File: config.mk
export PLATFORM = sky130hd
export DESIGN_NAME = uart_tx_fifo
export DESIGN_NICKNAME = d
export VERILOG_FILES = /design/src/rtl/uart_tx_fifo.sv
export SDC_FILE = /design/constraint.sdc
export NUM_CORES = 1
export LEC_CHECK = 0
export CAP_MARGIN = 20
export CORE_MARGIN = 1
export CORE_UTILIZATION = 55
export DETAILED_ROUTE_END_ITERATION = 12
export PLACE_DENSITY = 0.74
export SYNTH_ARGS = -nofsm -noshare
export SYNTH_HDL_FRONTEND = slang
export SYNTH_SLANG_ARGS = --single-unit
File: constraint.sdc
create_clock -name clk_i -period 4.4 [get_ports clk_i]
set_input_delay 0.88 -clock clk_i [delete_from_list [all_inputs] [get_ports clk_i]]
set_output_delay 0.88 -clock clk_i [all_outputs]
set_load 0.01 [all_outputs]
File: src/rtl/uart_tx_fifo.sv
// uart_tx_fifo: FIFO-buffered UART transmitter with runtime frame format and baud divisor
module uart_tx_fifo #(
    parameter int DIV_W   = 16,
    parameter int FIFO_AW = 4
) (
    input  logic             clk_i,
    input  logic             rst_i,
    input  logic [7:0]       tx_data_i,
    input  logic             tx_valid_i,
    output logic             tx_ready_o,
    input  logic [DIV_W-1:0] baud_div_i,
    input  logic [1:0]       data_bits_i,
    input  logic [1:0]       parity_i,
    input  logic             two_stop_i,
    output logic [FIFO_AW:0] fifo_level_o,
    output logic             busy_o,
    output logic             tx_done_o,
    output logic             uart_tx_o
);
    localparam logic [FIFO_AW:0] FULL = (FIFO_AW+1)'(2**FIFO_AW);
    typedef enum logic [2:0] {IDLE, START, DATA, PARITY, STOP} state_t;
    logic [7:0]         mem_q [2**FIFO_AW];
    logic [FIFO_AW-1:0] wr_q, wr_d, rd_q, rd_d;
    logic [FIFO_AW:0]   count_q, count_d;
    state_t             state_q, state_d;
    logic [7:0]         shift_q, shift_d;
    logic [DIV_W-1:0]   div_q, div_d, tick_q, tick_d, div_eff;
    logic [2:0]         bit_q, bit_d;
    logic [1:0]         nbits_q, nbits_d, par_q, par_d;
    logic               two_q, two_d, stop2_q, stop2_d, acc_q, acc_d;
    logic               tx_q, tx_d, done_q, done_d, busy_q, busy_d;
    logic               push, pop, last, par_en, frame_end;
    assign tx_ready_o   = count_q != FULL;
    assign fifo_level_o = count_q;
    assign busy_o       = busy_q;
    assign tx_done_o    = done_q;
    assign uart_tx_o    = tx_q;
    assign push      = tx_valid_i & tx_ready_o;
    assign div_eff   = baud_div_i < DIV_W'(2) ? DIV_W'(2) : baud_div_i;
    assign last      = tick_q == '0;
    assign par_en    = par_q[0] ^ par_q[1];
    assign frame_end = state_q == STOP && last && (!two_q || stop2_q);
    assign pop       = count_q != '0 && (state_q == IDLE || frame_end);
    always_comb begin
        state_d = state_q;
        shift_d = shift_q;
        div_d   = div_q;
        tick_d  = state_q == IDLE ? tick_q : last ? div_q - DIV_W'(1) : tick_q - DIV_W'(1);
        bit_d   = bit_q;
        nbits_d = nbits_q;
        par_d   = par_q;
        two_d   = two_q;
        stop2_d = stop2_q;
        acc_d   = acc_q;
        case (state_q)
            START:   if (last) state_d = DATA;
            DATA:    if (last) begin
                shift_d = shift_q >> 1;
                acc_d   = acc_q ^ shift_q[0];
                bit_d   = bit_q + 3'd1;
                if (bit_q == 3'd4 + {1'b0, nbits_q}) state_d = par_en ? PARITY : STOP;
            end
            PARITY:  if (last) state_d = STOP;
            STOP:    if (last) begin
                if (two_q && !stop2_q) stop2_d = 1'b1;
                else state_d = IDLE;
            end
            default: ;
        endcase
        if (pop) begin
            state_d = START;
            shift_d = mem_q[rd_q];
            div_d   = div_eff;
            tick_d  = div_eff - DIV_W'(1);
            bit_d   = '0;
            nbits_d = data_bits_i;
            par_d   = parity_i;
            two_d   = two_stop_i;
            stop2_d = 1'b0;
            acc_d   = 1'b0;
        end
        tx_d    = state_q == START  ? 1'b0 :
                  state_q == DATA   ? shift_q[0] :
                  state_q == PARITY ? acc_q ^ par_q[1] : 1'b1;
        done_d  = frame_end;
        busy_d  = state_q != IDLE;
        wr_d    = wr_q + FIFO_AW'(push);
        rd_d    = rd_q + FIFO_AW'(pop);
        count_d = count_q + (FIFO_AW+1)'(push) - (FIFO_AW+1)'(pop);
    end
    always_ff @(posedge clk_i) begin
        if (!rst_i && push) mem_q[wr_q] <= tx_data_i;
    end
    always_ff @(posedge clk_i) begin
        if (rst_i) begin
            state_q <= IDLE;
            wr_q    <= '0;
            rd_q    <= '0;
            count_q <= '0;
            shift_q <= '0;
            div_q   <= '0;
            tick_q  <= '0;
            bit_q   <= '0;
            nbits_q <= '0;
            par_q   <= '0;
            two_q   <= 1'b0;
            stop2_q <= 1'b0;
            acc_q   <= 1'b0;
            tx_q    <= 1'b1;
            done_q  <= 1'b0;
            busy_q  <= 1'b0;
        end else begin
            state_q <= state_d;
            wr_q    <= wr_d;
            rd_q    <= rd_d;
            count_q <= count_d;
            shift_q <= shift_d;
            div_q   <= div_d;
            tick_q  <= tick_d;
            bit_q   <= bit_d;
            nbits_q <= nbits_d;
            par_q   <= par_d;
            two_q   <= two_d;
            stop2_q <= stop2_d;
            acc_q   <= acc_d;
            tx_q    <= tx_d;
            done_q  <= done_d;
            busy_q  <= busy_d;
        end
    end
endmodule
==> metrics.md <==
| Metric | Value |
|---|---|
| Status | finished, final reports clean |
| IO Count | 41 |
| Fin area | slightly below 0.01 sq mm |
| Crit path DAT | approximately 4.2 ns |
| Die area | about 0.016 sq mm |
| Critical path class | in2reg |
| Pre-CTS WS | 0.146 ns |
| Initial core utilization | 0.562 |
| Detailed-route DRC error count | 0 |
| Post-CTS Setup Inserts | 0 |
| Post-synth ARST share | 0 |
| Initial antenna violation count | 0 |
| Layout area overhead | 13.8% |
| Max H-tree Level | 4 |
| Die H | 127 microns |
| Vias in the first global route | 5578 |
| Core Rows | between 40 and 50 |
| Count of state elements after synthesis | 197 |
| Register area | 0.00523 sq mm |
| Final Hold Violating Endpoints | 0 |
| Syn_nets | ~710 |
| Mapped Area | between 0.008 and 0.009 sq mm |
| Die Span X | roughly 130 microns |
| FMAX | roughly 260 MHz |
| IO buf count | 40 |
| Setup ws final | slightly below 0.5 ns |
| ANT nets after route | 0 |
| Clk_lat worst skew | around 0.44 ns |
| Post-synthesis cell count | between 600 and 700 |
| Layout Nets | 750 |
| Worst hold path class | reg2reg |
| First drt pass iteration count | 5 |
| CP Capture Type | flip-flop |
| Setup TNS | 0 ns |
| Most common cell after layout, fill and taps aside | edfxtp_1 |
| Final max-slew violation count | 0 |
| First-pass GRT wire length | roughly 30000 microns |
| Drt wl/cell | just over 20 microns |
| Clock Tree Root | clkbuf_16 |
| Cell area power density | about 610 mW/mm^2 |
| Inserted Diodes | 0 |
| DP Cell Count | ~870 |
| Most frequent cells in the layout | edfxtp_1, nand2_1, nor2_1, dfxtp_1, mux4_2 |
| Hold_buf cts | 0 |
| Max-cap violations | 0 |
| Total GRT Usage | 0.244 |
| Total clock sinks | a little under 200 |
| Most used flip-flop cell after synthesis | edfxtp_1 |
| RePlAce Congestion | between 0.8 and 0.9 |
| Max clock buf depth | 2 |
| VDD IR max | approximately 0.00039 V |
| Setup Viol. Count Final | 0 |
| Tmin final | 3.91 ns |
| Worst Path Required | about 4.7 ns |
| DRT iter0 DRCs | around 400 |
| Syn avg cell area | between 10 and 15 sq um |
| Final std cells w/o fill | a little over 900 |
| CTS tree | built |
| Register area share after synthesis | 0.612 |
| Yosys warnings | 0 |
| CTS-repair resized insts | 0 |
| Worst-margin pin slew | around 1.1 ns |
| Leak pwr | between 0.003 and 0.004 uW |
| Global route overflow | 0 |
| WL final | 18300 microns |
| Ratio of final minimum period to clock period | 0.888 |
| Number of synthesized flops with an enable pin | 128 |
| Share of cells above drive strength 1 | 0.142 |
| RSZ-0062 raised after global routing | false |
| Distinct cell type count after synthesis | ~60 |
| Worst slew margin | 0.282 |
| Vias | between 5000 and 6000 |
| Fill cells | ~1100 |
| Largest net degree at the start of global routing | 65 |
| Dpl hpwl | between 10000 and 15000 microns |
| Clock Pin Slew Worst Setup and Hold Paths | 0.07 ns |
| Cts bufs inserted | 17 |
| Area of the multi-input gates | ~0.0031 sq mm |
| Vias per inst | around 6.2 |
| Placed cell areas | about 0.0092 sq mm |
| Clock Skews | roughly 0.0091 ns |
| CORE AREA | 0.0152 sq mm |
| Startpoint types | primary input |
| CP Max Fanout | 6 |
area by class of cell:
| cell class | count | share of cell area |
|---|---|---|
| flip-flops and latches | 197 | 0.538 |
| multi-input cells | 421 | 0.323 |
| repair buffers | 56 | 0.0528 |
| clock buffers | 17 | 0.0438 |
| well taps | 188 | 0.0242 |
| clock inverters | 14 | 0.0136 |
| inverters | 12 | 0.00463 |
registers in the layout, indices dropped and copies added, names as in the netlist, 2 cells and up:
| signal | flops |
|---|---|
| state_q | 3 |
| mem_q | 128 |
| nbits_q | 2 |
| tick_q | 16 |
| rd_q | 4 |
| wr_q | 4 |
| bit_q | 3 |
| fifo_level_o | 5 |
| shift_q | 8 |
| div_q | 16 |
| par_q | 2 |
path summary, 6_finish.rpt:
path                   startpoint          to  slack [ns]  cells past startpoint
setup / recovery    baud_div_i[6]  tick_q[10]        0.49                     14
hold / removal          div_q[15]   div_q[15]        0.46                      2
setup reg to reg  fifo_level_o[3]  tick_q[10]        0.55                     16
hold reg to reg         div_q[15]   div_q[15]        0.46                      2
synthesized netlist by cell type (12+ instances only):
master | instances | area share
a21oi_1 | 36 | 0.021
clkbuf_1 | 30 | 0.013
dfxtp_1 | 69 | 0.16
edfxtp_1 | 128 | 0.45
ha_1 | 12 | 0.018
inv_1 | 12 | 0.0053
mux4_2 | 40 | 0.11
nand2_1 | 76 | 0.033
nor2_1 | 69 | 0.030
nor3_1 | 18 | 0.011
o21ai_0 | 24 | 0.014
xnor2_1 | 15 | 0.015
cells by family (layout without fill, tap and decap cells):
logic type      Yosys count  count (layout)  synth area share
compound gates          117             117            0.0892
xor+xnor                 25              25            0.0256
fa+ha+maj                13              13            0.0199
buf+inv                  48              99            0.0218
flops                   197             197             0.612
mux                      43              43             0.109
simple gates            223             223             0.123
power by group:
group / switching [uW] / internal, uW / total, uW
clock: 737 / 748 / 1480
sequential: 283 / 2190 / 2470
combinational: 1050 / 888 / 1940
total: 2070 / 3820 / 5900
critical path, cell delays in order:
cell,delay (ns)
clkdlybuf4s50_1,0.45
nor4_1,0.43
buf_4,0.19
nand4_1,0.15
nand2_1,0.11
o21ai_0,0.14
nand2_1,0.16
ha_1,0.20
nor2b_1,0.20
o21ai_0,0.20
a22oi_1,0.52
and3_1,0.23
o21ai_0,0.10
a31o_2,0.27
metal layers:
metal  global-route usage  vias up  share of wire
li1                     -     2579              -
met1                0.318     2780           0.43
met2                0.406      191           0.49
met3               0.0561       31          0.059
met4               0.0850        0          0.020
met5                    0        -              0
metrics by stage:
step / util / power (uW) / hold WS (ns)
after floorplan: - / 3830 / 0.432
after global placement: 0.602 / 4330 / 0.442
after detailed placement: 0.602 / 4410 / 0.451
after CTS: 0.639 / 5910 / 0.463
after global routing: 0.639 / 6220 / 0.477
final: 0.639 / 5900 / 0.462
(Power assumes the default switching activity.)
